`src/rtl/tlb_op_ctrl_pkg.sv`:
```
// tlb_op_ctrl_pkg: shared types and constants for the TLB maintenance sequencer.
//   tlb_op_t         - backend operation encoding (SRCH/RD/WR/FILL/INV)
//   tlb_ctrl_state_t - sequencer FSM states
//   tlb_entry_t      - TLB entry image exchanged with the mmu
//   LFSR_SEED/TAPS   - fill-victim LFSR constants (used when TLB_FILL_LFSR_EN is defined)
package tlb_op_ctrl_pkg;

  localparam int TLBNUM   = 16;
  localparam int TLBIDLEN = 4;

  typedef enum logic [2:0] {
    OP_SRCH = 3'd0,
    OP_RD   = 3'd1,
    OP_WR   = 3'd2,
    OP_FILL = 3'd3,
    OP_INV  = 3'd4
  } tlb_op_t;

  typedef enum logic [2:0] {
    ST_IDLE,
    ST_ARB,
    ST_SRCH,
    ST_RD0,
    ST_RD1,
    ST_WR,
    ST_INV,
    ST_RESP
  } tlb_ctrl_state_t;

  // Fibonacci taps 8,6,5,4 (1-based) -> bit positions 7,5,4,3.
  localparam logic [7:0] LFSR_SEED = 8'h01;
  localparam logic [7:0] LFSR_TAPS = 8'b1011_1000;

  typedef struct packed {
    logic        e;
    logic [9:0]  asid;
    logic        g;
    logic [5:0]  ps;
    logic [18:0] vppn;
    logic [19:0] ppn;
  } tlb_entry_t;

endpackage

```
`src/rtl/tlb_op_ctrl_fill_idx.sv`:
```
// tlb_fill_idx_gen: TLBFILL victim index generator.
//   Macro TLB_FILL_LFSR_EN selects an 8-bit free-running LFSR (low TLBIDLEN bits
//   are the index); otherwise a round-robin counter that advances per completed FILL.
// Ports:
//   clk       in   system clock
//   reset     in   synchronous active-high reset
//   fill_done in   one-cycle pulse when a FILL write is issued
//   index     out  victim index for the next FILL
module tlb_fill_idx_gen
  import tlb_op_ctrl_pkg::*;
(
  input  logic                clk,
  input  logic                reset,
  input  logic                fill_done,
  output logic [TLBIDLEN-1:0] index
);

`ifdef TLB_FILL_LFSR_EN
  logic [7:0] lfsr_q;
  logic       unused_fill_done;

  assign unused_fill_done = fill_done;

  always_ff @(posedge clk) begin
    if (reset) lfsr_q <= LFSR_SEED;
    else       lfsr_q <= {lfsr_q[6:0], ^(lfsr_q & LFSR_TAPS)};
  end

  assign index = lfsr_q[TLBIDLEN-1:0];
`else
  logic [TLBIDLEN-1:0] cnt_q;

  // TLBNUM is a power of two, so natural overflow gives the wrap to 0.
  always_ff @(posedge clk) begin
    if (reset)          cnt_q <= '0;
    else if (fill_done) cnt_q <= cnt_q + 1'b1;
  end

  assign index = cnt_q;
`endif

endmodule

```
`src/rtl/tlb_op_ctrl.sv`:
```
// tlb_op_ctrl: serialises TLB maintenance ops (TLBSRCH/TLBRD/TLBWR/TLBFILL/INVTLB)
// between the backend and the mmu, arbitrates the mmu s1 lookup port against LSU
// lookups, and returns a one-cycle response.
// Optional feature macro: TLB_FILL_LFSR_EN (LFSR fill victim instead of counter).
// Ports:
//   req_*            backend request; accepted when req_valid && req_ready (IDLE only)
//   resp_*           one-cycle completion pulse with search/read results
//   d_valid_in/out   LSU lookup request in / gated towards mmu; d_ok_in = mmu d_ok
//   tlb_we/w_*       mmu write port;  tlb_r_index/tlb_r_entry  mmu read port
//   is_tlbsrch, tlbsrch_*  mmu s1 search; invtlb_*  mmu invalidate
//   busy             high whenever an op is in progress
// req_op is a raw 3-bit field so reserved encodings can be recognised and retired.
//
// state | meaning
// IDLE  | ready for a request
// ARB   | SRCH waiting for the s1 port to go free
// SRCH  | search issued on s1, waiting for tlbsrch_ok
// RD0   | read index presented to mmu
// RD1   | read data captured at end of cycle
// WR    | one-cycle write (WR or FILL)
// INV   | one-cycle invalidate
// RESP  | resp_valid pulse
module tlb_op_ctrl
  import tlb_op_ctrl_pkg::*;
(
  input  logic                clk,
  input  logic                reset,
  input  logic                req_valid,
  output logic                req_ready,
  input  logic [2:0]          req_op,
  input  logic [TLBIDLEN-1:0] req_index,
  input  tlb_entry_t          req_entry,
  input  logic [18:0]         req_vppn,
  input  logic [4:0]          req_inv_op,
  input  logic [9:0]          req_inv_asid,
  input  logic [31:0]         req_inv_va,
  output logic                resp_valid,
  output logic                resp_found,
  output logic [TLBIDLEN-1:0] resp_index,
  output tlb_entry_t          resp_entry,
  input  logic                d_valid_in,
  input  logic                d_ok_in,
  output logic                d_valid_out,
  output logic                tlb_we,
  output logic [TLBIDLEN-1:0] tlb_w_index,
  output tlb_entry_t          tlb_w_entry,
  output logic [TLBIDLEN-1:0] tlb_r_index,
  input  tlb_entry_t          tlb_r_entry,
  output logic                is_tlbsrch,
  output logic                tlbsrch_valid,
  output logic [18:0]         tlbsrch_vppn,
  input  logic                tlbsrch_ok,
  input  logic                tlbsrch_found,
  input  logic [TLBIDLEN-1:0] tlbsrch_index,
  output logic                invtlb_valid,
  output logic [4:0]          invtlb_op,
  output logic [9:0]          invtlb_asid,
  output logic [31:0]         invtlb_va,
  output logic                busy
);

  tlb_ctrl_state_t     state_q, state_d;
  logic [2:0]          op_q;
  logic [TLBIDLEN-1:0] index_q;
  tlb_entry_t          entry_q;
  logic [18:0]         vppn_q;
  logic [4:0]          inv_op_q;
  logic [9:0]          inv_asid_q;
  logic [31:0]         inv_va_q;
  logic                found_q;
  logic [TLBIDLEN-1:0] resp_index_q;
  tlb_entry_t          rd_entry_q;

  logic                accept;
  logic                s1_free;
  logic                gate_lsu;
  logic                fill_done;
  logic [TLBIDLEN-1:0] fill_idx;
  logic [TLBIDLEN-1:0] wr_index;

  tlb_fill_idx_gen u_fill_idx (
    .clk       (clk),
    .reset     (reset),
    .fill_done (fill_done),
    .index     (fill_idx)
  );

  assign accept   = req_valid && (state_q == ST_IDLE);
  assign s1_free  = !d_valid_in || d_ok_in;
  // FILL resolves its victim at accept so the index is stable for the write.
  assign wr_index = (req_op == OP_FILL) ? fill_idx : req_index;

  always_comb begin
    state_d       = state_q;
    req_ready     = 1'b0;
    resp_valid    = 1'b0;
    tlb_we        = 1'b0;
    invtlb_valid  = 1'b0;
    is_tlbsrch    = 1'b0;
    tlbsrch_valid = 1'b0;
    gate_lsu      = 1'b0;
    fill_done     = 1'b0;
    case (state_q)
      ST_IDLE: begin
        req_ready = 1'b1;
        if (req_valid) begin
          case (req_op)
            OP_SRCH:         state_d = ST_ARB;
            OP_RD:           state_d = ST_RD0;
            OP_WR, OP_FILL:  state_d = ST_WR;
            OP_INV:          state_d = ST_INV;
            default:         state_d = ST_RESP;
          endcase
        end
      end
      ST_ARB: begin
        // Grant cycle already blocks the LSU so a newly arriving lookup cannot collide.
        if (s1_free) begin
          gate_lsu = 1'b1;
          state_d  = ST_SRCH;
        end
      end
      ST_SRCH: begin
        gate_lsu      = 1'b1;
        is_tlbsrch    = 1'b1;
        tlbsrch_valid = 1'b1;
        if (tlbsrch_ok) state_d = ST_RESP;
      end
      ST_RD0: state_d = ST_RD1;
      ST_RD1: state_d = ST_RESP;
      ST_WR: begin
        tlb_we    = 1'b1;
        fill_done = (op_q == OP_FILL);
        state_d   = ST_RESP;
      end
      ST_INV: begin
        invtlb_valid = 1'b1;
        state_d      = ST_RESP;
      end
      ST_RESP: begin
        resp_valid = 1'b1;
        state_d    = ST_IDLE;
      end
      default: state_d = ST_IDLE;
    endcase
  end

  always_ff @(posedge clk) begin
    if (reset) begin
      state_q      <= ST_IDLE;
      op_q         <= '0;
      index_q      <= '0;
      entry_q      <= '0;
      vppn_q       <= '0;
      inv_op_q     <= '0;
      inv_asid_q   <= '0;
      inv_va_q     <= '0;
      found_q      <= 1'b0;
      resp_index_q <= '0;
      rd_entry_q   <= '0;
    end else begin
      state_q <= state_d;
      if (accept) begin
        op_q         <= req_op;
        index_q      <= wr_index;
        entry_q      <= req_entry;
        vppn_q       <= req_vppn;
        inv_op_q     <= req_inv_op;
        inv_asid_q   <= req_inv_asid;
        inv_va_q     <= req_inv_va;
        found_q      <= 1'b0;
        resp_index_q <= (req_op == OP_WR || req_op == OP_FILL) ? wr_index : '0;
        rd_entry_q   <= '0;
      end
      if (state_q == ST_SRCH && tlbsrch_ok) begin
        found_q      <= tlbsrch_found;
        resp_index_q <= tlbsrch_index;
      end
      if (state_q == ST_RD1) rd_entry_q <= tlb_r_entry;
    end
  end

  assign d_valid_out  = d_valid_in && !gate_lsu;
  assign tlb_w_index  = index_q;
  assign tlb_w_entry  = entry_q;
  assign tlb_r_index  = index_q;
  assign tlbsrch_vppn = vppn_q;
  assign invtlb_op    = inv_op_q;
  assign invtlb_asid  = inv_asid_q;
  assign invtlb_va    = inv_va_q;
  assign resp_found   = found_q;
  assign resp_index   = resp_index_q;
  assign resp_entry   = rd_entry_q;
  assign busy         = (state_q != ST_IDLE);

endmodule

```
`config.mk`:
```
export PLATFORM = sky130hd
export DESIGN_NAME = tlb_op_ctrl
export DESIGN_NICKNAME = d
export VERILOG_FILES = /design/src/rtl/tlb_op_ctrl_pkg.sv /design/src/rtl/tlb_op_ctrl_fill_idx.sv /design/src/rtl/tlb_op_ctrl.sv
export SDC_FILE = /design/constraint.sdc
export NUM_CORES = 1
export LEC_CHECK = 0
export CAP_MARGIN = 25
export CORE_AREA = 5 5 151 153
export CTS_CLUSTER_DIAMETER = 120
export DETAILED_ROUTE_END_ITERATION = 10
export DIE_AREA = 0 0 156 158
export PLACE_DENSITY = 0.72
export SLEW_MARGIN = 10
export SYNTH_ARGS = -nofsm -noshare
export SYNTH_HDL_FRONTEND = slang
export SYNTH_SLANG_ARGS = --single-unit
```
`constraint.sdc`:
```
create_clock -name clk -period 2.1 [get_ports clk]
set_clock_uncertainty 0.05 [all_clocks]
set_input_delay 0.21 -clock clk [delete_from_list [all_inputs] [get_ports clk]]
set_output_delay 0.21 -clock clk [all_outputs]
set_load 0.03 [all_outputs]
```
Word-level counts from Yosys, hierarchy flattened
Cells that the tools add are included.

Add/sub/neg operators: 1. Eq/ne operators: 15. Multiplexer cells: 21. Reduce and logical (&&, ||, !) cells: 15.

Operators by type and width (number): two-way mux 57 bit (2); case mux 3 bit (6 select lines) (1); two-way mux 4 bit (4); == test 3 x 2 -> 1 bit (second input constant) (5); == test 3 bit (second input constant) (5); case mux 3 bit (4 select lines) (1); two-way mux 1 bit (9); two-way mux 3 bit (3); == test 3 x 1 -> 1 bit (second input constant) (2); logical NOT 3 bit (2); != test 2 bit (second input constant) (3); adder 4 x 1 -> 4 bit (second input constant) (1); nonzero test 2 bit (2); logical AND 1 bit (3); AND reduction 3 bit (1); nonzero test 3 bit (1); OR reduction 3 bit (1); logical NOT 1 bit (2); logical OR 1 bit (2); case mux 1 bit (2 select lines) (1); OR reduction 2 bit (1).

Flip-flop bits (word level): 199. Input port bits: 198. Word-level logic and storage cells: 74.

Longest topological paths before layout
Gate-level depths: netlist (run 1).

Depth after elaboration: 6. Gate-level depth with buffers: 7.

Modules after synthesis
A second synthesis (run 1) with hierarchy kept.

Cells, all modules: 899. Area total of the unflattened synthesis: 7280.7 um^2.

Modules (own cells, without submodules): tlb_op_ctrl (times used 1, cells an instance 883, area each 7101.8 um^2, seq. area each 3903.7 um^2); tlb_fill_idx_gen (times used 1, cells an instance 16, area each 178.9 um^2, seq. area each 80.1 um^2).

Worst setup path after synthesis (run 1)
Ideal clock, no wire load.

Path type: register to output. From: register state_q[0]. To: output busy. Arrival time: 1716 ps. Required time: 1840 ps. Setup slack: 124 ps. Cell stages (with the launch flop): 5. Cells stage by stage: dfxtp_1 -> buf_2 -> clkbuf_1 -> nor3_1 -> inv_1.

Longest elaborated chain between the ends: 1.

Ends and longest elaborated chain: start: declaration (line tlb_op_ctrl.sv:62) `tlb_ctrl_state_t state_q, state_d;`; start signal: assignment (line tlb_op_ctrl.sv:162) `state_q <= state_d;`; nonzero test 3 bit (line tlb_op_ctrl.sv:194) `assign busy = (state_q != ST_IDLE);`; end: declaration (line tlb_op_ctrl.sv:59) `output logic busy`.

Every way passes these cells.

Worst setup path in the final report (run 1)
From: register state_q[1]. To: output tlb_we.

Longest elaborated chain between the ends: 2.

Ends and longest elaborated chain: == test 3 bit (line tlb_op_ctrl.sv:103) `case (state_q)`; two-way mux 1 bit (line tlb_op_ctrl.sv:103); end: declaration (line tlb_op_ctrl.sv:44) `output logic tlb_we,`.

Every way passes these cells.

==> impl_metrics.env, run 1 <==
export IMPL_track_usage=0.188
export IMPL_io_pins=399
export IMPL_overflow=0
export IMPL_ys_seq_area_frac=0.552
export IMPL_ff2ff_setup_slack_ns=0.34
export IMPL_cts_root_buffer_cell="clkbuf_16"
export IMPL_ys_warn_count=0
export IMPL_portBuffers=398
export IMPL_ir_drop_mv=0.479
export IMPL_async_reset_ff_frac=0
export IMPL_period_needed_ns=2.02
export IMPL_area_delta_synth_final_pct=67.3
export IMPL_p_sw_frac=0.348
export IMPL_p_sw_w=0.00388
export IMPL_vias_per_cell=4.76
export IMPL_postCtsSetupRepairBufs=0
export IMPL_core_area_mm2=0.0214
export IMPL_fillers=1961
export IMPL_power_density_mw_per_mm2=925
export IMPL_maxSlewHeadroom=0.671
export IMPL_cp_required_ns=1.84
export IMPL_cts_sinks=199
export IMPL_cts_tree="built"
export IMPL_reg2regPathDepth=3
export IMPL_pwr_share_comb=0.322
export IMPL_hold_start="tlb_r_entry[42]"
export IMPL_hpwl_um=18000
export IMPL_place_ws_ns=0.0690
export IMPL_ant_nets=0
export IMPL_worstSetupStartpointType="flip-flop"
export IMPL_first_pass_iters=6
export IMPL_cts_max_level=4
export IMPL_wl_per_cell_um=16.1
export IMPL_grt_max_degree=97
export IMPL_min_path_cells=3
export IMPL_drive_above_1_share=0.0469
export IMPL_critPathMaxFanout=13
export IMPL_nets=1466
export IMPL_crit_reg2reg_capture="resp_index[3]"
export IMPL_p_seq_frac=0.397
export IMPL_die_w_um=156
export IMPL_critPathKind="flip-flop to output port"
export IMPL_final_max_slew_violation_count=0
export IMPL_clkPwrFrac=0.282
export IMPL_place_congestion=0.775
export IMPL_synth_top_cell_by_area="dfxtp_1"
export IMPL_num_antenna_cells=0
export IMPL_setup_ws_ns=0.0782
export IMPL_die_area_mm2=0.0246
export IMPL_outcome="complete, no violations"
export IMPL_slowest_stage="clkdlybuf4s50_1"
export IMPL_path_buf_inv=2
export IMPL_start_util=0.337
export IMPL_worstPathArrival_ns=1.76
export IMPL_synth_edf_count=0
export IMPL_whs_endpoint="resp_entry[42]"
export IMPL_rows=54
export IMPL_reg2reg_from="state_q[2]"
export IMPL_synth_distinct_cells=37
export IMPL_grt_pass1_wl_um=37400
export IMPL_antenna_found_initial=0
export IMPL_clockBufferDepth=2
export IMPL_hp_class="input port to flip-flop"
export IMPL_yosys_most_used_dff="dfxtp_1"
export IMPL_grt_pass1_vias=7072
export IMPL_crit_family="buffers and inverters"
export IMPL_rsz0062_at_grt="false"
export IMPL_yosysMostFrequentCell="nand2_1"
export IMPL_synthTopCellsByArea="dfxtp_1 55%, nand2_1 16%, a21oi_1 13%"
export IMPL_die_y_um=158
export IMPL_syn_mean_instance_area_um2=7.94
export IMPL_path_cells="nand3b_1 -> inv_1 -> clkdlybuf4s50_1"
export IMPL_drt_iter0_markers=351
export IMPL_drv_cap=0
export IMPL_syn_area_mm2=0.00721
export IMPL_synth_common_cells="311 x nand2_1, 199 x dfxtp_1, 194 x a21oi_1"
export IMPL_period_share=0.963
export IMPL_ys_ff_latch=199
export IMPL_internal_power_w=0.00728
export IMPL_clk_latency_ns=0.41
export IMPL_slowest_delay_ns=0.69
export IMPL_finalSetupTns_ns=0
export IMPL_vias=7426
export IMPL_drc=0
export IMPL_synthCells=909
export IMPL_finalWirelength_um=25100
export IMPL_cp_end_kind="output port"
export IMPL_p_leak_nw=4.27
export IMPL_worst_slew_pin_slew_ns=0.490
export IMPL_numCtsBuffers=17
export IMPL_setup_viol=0
export IMPL_fin_hold_ws_ns=0.278
export IMPL_path_clk_slew_ns=0.08
export IMPL_synth_top_area_share=0.552
export IMPL_finalHoldViolCount=0
export IMPL_syn_nets=1108
export IMPL_clock_fmax_mhz=495
## registers in the layout, indices dropped and copies added (netlist names), 5 cells and up
name / cells
invtlb_op: 5
invtlb_va: 32
tlb_w_entry: 57
invtlb_asid: 10
resp_entry: 57
tlbsrch_vppn: 19
## worst register-to-register path, delay by kind of cell (launching register included)
family | cells | cell delay, ns
compound gates | 1 | 0.18
flops | 1 | 0.38
simple gates | 2 | 1.07
## cells by family (layout without fill, tap and decap cells)
| logic type | count (synthesis) | after routing | share of synthesized area |
|---|---|---|---|
| multiplexers | 6 | 6 | 0.00850 |
| AND/OR/NAND/NOR | 401 | 401 | 0.233 |
| flip-flops | 199 | 199 | 0.552 |
| AO/OA/AOI/OAI | 213 | 213 | 0.153 |
| adder cells (fa/ha/maj) | 1 | 1 | 0.00173 |
| buffers and inverters | 89 | 460 | 0.0513 |
## worst max path at each step
| stage | startpoint | endpoint | slack [ns] | cells past startpoint |
|---|---|---|---|---|
| after floorplan | state_q[0] | busy | 0.12 | 4 |
| after global routing | state_q[1] | tlb_we | 0.01 | 3 |
| after detailed placement | req_valid | resp_index[0] | 0.07 | 4 |
| after global placement | req_valid | resp_index[3] | 0.09 | 4 |
| after CTS | state_q[2] | req_ready | 0.02 | 2 |
| final | state_q[1] | tlb_we | 0.08 | 3 |
## cell type report
| class | instances | area, µm² | share of cell area |
|---|---|---|---|
| multi-input cells | 621 | 2880 | 0.238 |
| inverters | 11 | 41.3 | 0.00342 |
| clock inverters | 13 | 128 | 0.0106 |
| repair buffers | 417 | 4250 | 0.352 |
| clock buffers | 19 | 433 | 0.0359 |
| well taps | 280 | 350 | 0.0290 |
| flip-flops and latches | 199 | 3990 | 0.330 |
## through the flow
| stage | instance area (µm²) | power (W) | utilization | cells |
|---|---|---|---|---|
| floorplan | 7210 | 0.00645 | - | 909 |
| global placement | 11500 | 0.00810 | 0.537 | 1527 |
| detailed placement | 11500 | 0.00814 | 0.537 | 1527 |
| CTS | 12100 | 0.0113 | 0.563 | 1560 |
| global route | 12100 | 0.0117 | 0.564 | 1560 |
| finish | 12100 | 0.0112 | 0.564 | 1560 |
## cell usage in the layout (no fill, tap or decap), drive strengths merged, types with 2 or more instances in the layout
master / count
or2: 2
buf: 19
nor2: 3
dlygate4sd2: 4
clkdlybuf4s50: 392
inv: 20
o21ai: 6
nand3: 62
a21oi: 194
nor3: 2
clkbuf: 19
nand3b: 6
nor4b: 2
clkinv: 4
or4: 2
or3: 2
mux2i: 5
o221ai: 4
nand2: 311
nor2b: 2
o31ai: 2
a2111oi: 3
dfxtp: 199
## power groups by stage
stage | Sequential (W) | Combinational (W) | Clock, W
floorplan | 0.00523 | 0.00122 | 0
global placement | 0.00449 | 0.00361 | 0
detailed placement | 0.00451 | 0.00363 | 0
CTS | 0.00443 | 0.00363 | 0.00326
global route | 0.00449 | 0.00383 | 0.00343
finish | 0.00443 | 0.00359 | 0.00315
## per-layer routing
metal / global-route usage / part of all wire
met5: 0 / 0
met2: 0.321 / 0.48
met4: 0.0554 / 0.018
met1: 0.216 / 0.39
met3: 0.0782 / 0.11
## what timing repair did
action,in CTS,in global routing
endpoints found under the hold margin,1,0
endpoints found under the setup margin,8,1
hold buffers,1,0
gates resized for setup,7,1
No activity file was read; power rests on OpenSTA's default activity.
==> inputs of run 2 (changes only) <==
--- a/config.mk
+++ b/config.mk
@@ -5,7 +5,6 @@
 export SDC_FILE = /design/constraint.sdc
 export NUM_CORES = 1
 export LEC_CHECK = 0
-export CAP_MARGIN = 25
 export CORE_AREA = 5 5 151 153
 export CTS_CLUSTER_DIAMETER = 120
 export DETAILED_ROUTE_END_ITERATION = 10
==> results of run 2 <==
No change in the layout: final DEF, timing and power equal those of run 1.
==> inputs of run 3 (changes only) <==
--- a/config.mk
+++ b/config.mk
@@ -6,6 +6,7 @@
 export NUM_CORES = 1
 export LEC_CHECK = 0
 export CORE_AREA = 5 5 151 153
+export CTS_BUF_LIST = sky130_fd_sc_hd__clkbuf_16
 export CTS_CLUSTER_DIAMETER = 120
 export DETAILED_ROUTE_END_ITERATION = 10
 export DIE_AREA = 0 0 156 158
==> run 3 against run 2 <==
Global-route usage is the same. Final area is the same. Largest cell class unchanged. Critical path depth is the same. Maximum frequency about the same. Via count hardly changed. Largest power group unchanged. Combinational power hardly changed. Critical path type unchanged. Critical endpoint unchanged.
==> impl_metrics.env, run 3 (same netlist as run 1, synthesis figures left out) <==
export IMPL_outcome="complete, no violations"
export IMPL_place_ws_ns=0.0690
export IMPL_final_common_cell="clkdlybuf4s50_1"
export IMPL_path_cells="nand3b_1 -> inv_1 -> clkdlybuf4s50_1"
export IMPL_final_max_slew_violation_count=0
export IMPL_core_area_mm2=0.0214
export IMPL_setup_ws_ns=0.0782
export IMPL_numCtsBuffers=17
export IMPL_io_pins=399
export IMPL_grt_max_degree=97
export IMPL_die_w_um=156
export IMPL_start_util=0.337
export IMPL_ir_drop_mv=0.479
export IMPL_wl_per_cell_um=16.1
export IMPL_cts_root_buffer_cell="clkbuf_16"
export IMPL_path_clk_slew_ns=0.08
export IMPL_worst_slew_pin_slew_ns=0.490
export IMPL_drive_above_1_share=0.0469
export IMPL_grt_pass1_wl_um=37400
export IMPL_overflow=0
export IMPL_clockBufferDepth=2
export IMPL_vias=7432
export IMPL_clock_fmax_mhz=495
export IMPL_maxSlewHeadroom=0.671
export IMPL_grt_pass1_vias=7072
export IMPL_power_density_mw_per_mm2=924
export IMPL_drv_cap=0
export IMPL_rsz0062_at_grt="false"
export IMPL_period_needed_ns=2.02
export IMPL_vias_per_cell=4.76
export IMPL_whs_endpoint="resp_entry[42]"
export IMPL_die_area_mm2=0.0246
export IMPL_total_power_w=0.0112
export IMPL_cp_required_ns=1.84
export IMPL_first_pass_iters=6
export IMPL_postCtsSetupRepairBufs=0
export IMPL_cts_max_level=4
export IMPL_ant_nets=0
export IMPL_worstPathArrival_ns=1.76
export IMPL_fillers=1961
export IMPL_dp_cells=1527
export IMPL_place_congestion=0.775
export IMPL_ff2ff_setup_slack_ns=0.34
export IMPL_slowest_delay_ns=0.69
export IMPL_fin_cells=1560
export IMPL_p_leak_nw=4.27
export IMPL_drt_iter0_markers=351
export IMPL_clk_latency_ns=0.41
export IMPL_reg2reg_from="state_q[2]"
export IMPL_worstSetupStartpointType="flip-flop"
export IMPL_cts_sinks=199
export IMPL_drc=0
export IMPL_slowest_stage="clkdlybuf4s50_1"
export IMPL_cts_tree="built"
export IMPL_reg2regPathDepth=3
export IMPL_nets=1466
export IMPL_crit_family="buffers and inverters"
export IMPL_fin_hold_ws_ns=0.278
export IMPL_path_buf_inv=2
export IMPL_critPathKind="flip-flop to output port"
export IMPL_area_delta_synth_final_pct=67.3
export IMPL_min_path_cells=3
export IMPL_cp_end_kind="output port"
export IMPL_critPathMaxFanout=13
export IMPL_antenna_found_initial=0
export IMPL_hold_start="tlb_r_entry[42]"
export IMPL_hp_class="input port to flip-flop"
export IMPL_crit_reg2reg_capture="resp_index[3]"
export IMPL_num_antenna_cells=0
export IMPL_rows=54
export IMPL_die_y_um=158
export IMPL_layout_common_cells="392 x clkdlybuf4s50_1, 311 x nand2_1, 196 x dfxtp_1"
export IMPL_hpwl_um=18000
export IMPL_track_usage=0.188
export IMPL_finalWirelength_um=25100
export IMPL_portBuffers=398
export IMPL_finalHoldViolCount=0
export IMPL_finalSetupTns_ns=0
export IMPL_period_share=0.963
export IMPL_setup_viol=0
run 3: changes by cell type in the layout (fill, tap and decap cells not counted):
cell / delta
inv_1: +2
clkbuf_1: -2
run 3: worst max path at each step:
stage	startpoint	to	slack, ns	cells after the start
6_report	state_q[1]	tlb_we	0.08	3
5_1_grt	state_q[1]	tlb_we	0.01	3
4_1_cts	state_q[2]	req_ready	0.02	2
3_5_place_dp	req_valid	resp_index[0]	0.07	4
3_3_place_gp	req_valid	resp_index[3]	0.09	4
2_1_floorplan	state_q[0]	busy	0.12	4
run 3: cell type report:
cell class                 count  area [µm²]  share of cell area
clock buffer                  17         425              0.0352
clock inverter                15         135              0.0112
inverter                      11        41.3             0.00342
multi-input combinational    621        2880               0.238
sequential                   199        3990               0.330
tap                          280         350              0.0290
timing repair buffer         417        4250               0.352
run 3: per-stage QoR:
stage          cell area, µm²   util
2_1_floorplan            7210      -
3_3_place_gp            11500  0.537
3_5_place_dp            11500  0.537
4_1_cts                 12100  0.563
5_1_grt                 12100  0.564
6_report                12100  0.564
run 3: repair_timing:
item                                    CTS  global route
resized for setup                         7             1
gates cloned                              0             0
endpoints found under the setup margin    8             1
endpoints found under the hold margin     1             0
hold buffers                              1             0
run 3: tightest hold or removal path, stage by stage:
cell	delay [ns]
clkdlybuf4s50_1	0.40
nand2_1	0.05
a21oi_1	0.05
run 3: layer usage:
layer / vias to the layer above / wire, µm / track usage
li1: 3702 / - / -
met1: 3413 / 9660 / 0.216
met2: 289 / 12100 / 0.321
met3: 28 / 2870 / 0.0782
met4: 0 / 448 / 0.0554
met5: - / 0 / 0
run 3: power breakdown:
part	switching [W]	total, W	internal, W
clock network	0.00156	0.00314	0.00158
logic	0.00208	0.00359	0.00151
registers	0.000241	0.00443	0.00419
total	0.00388	0.0112	0.00727
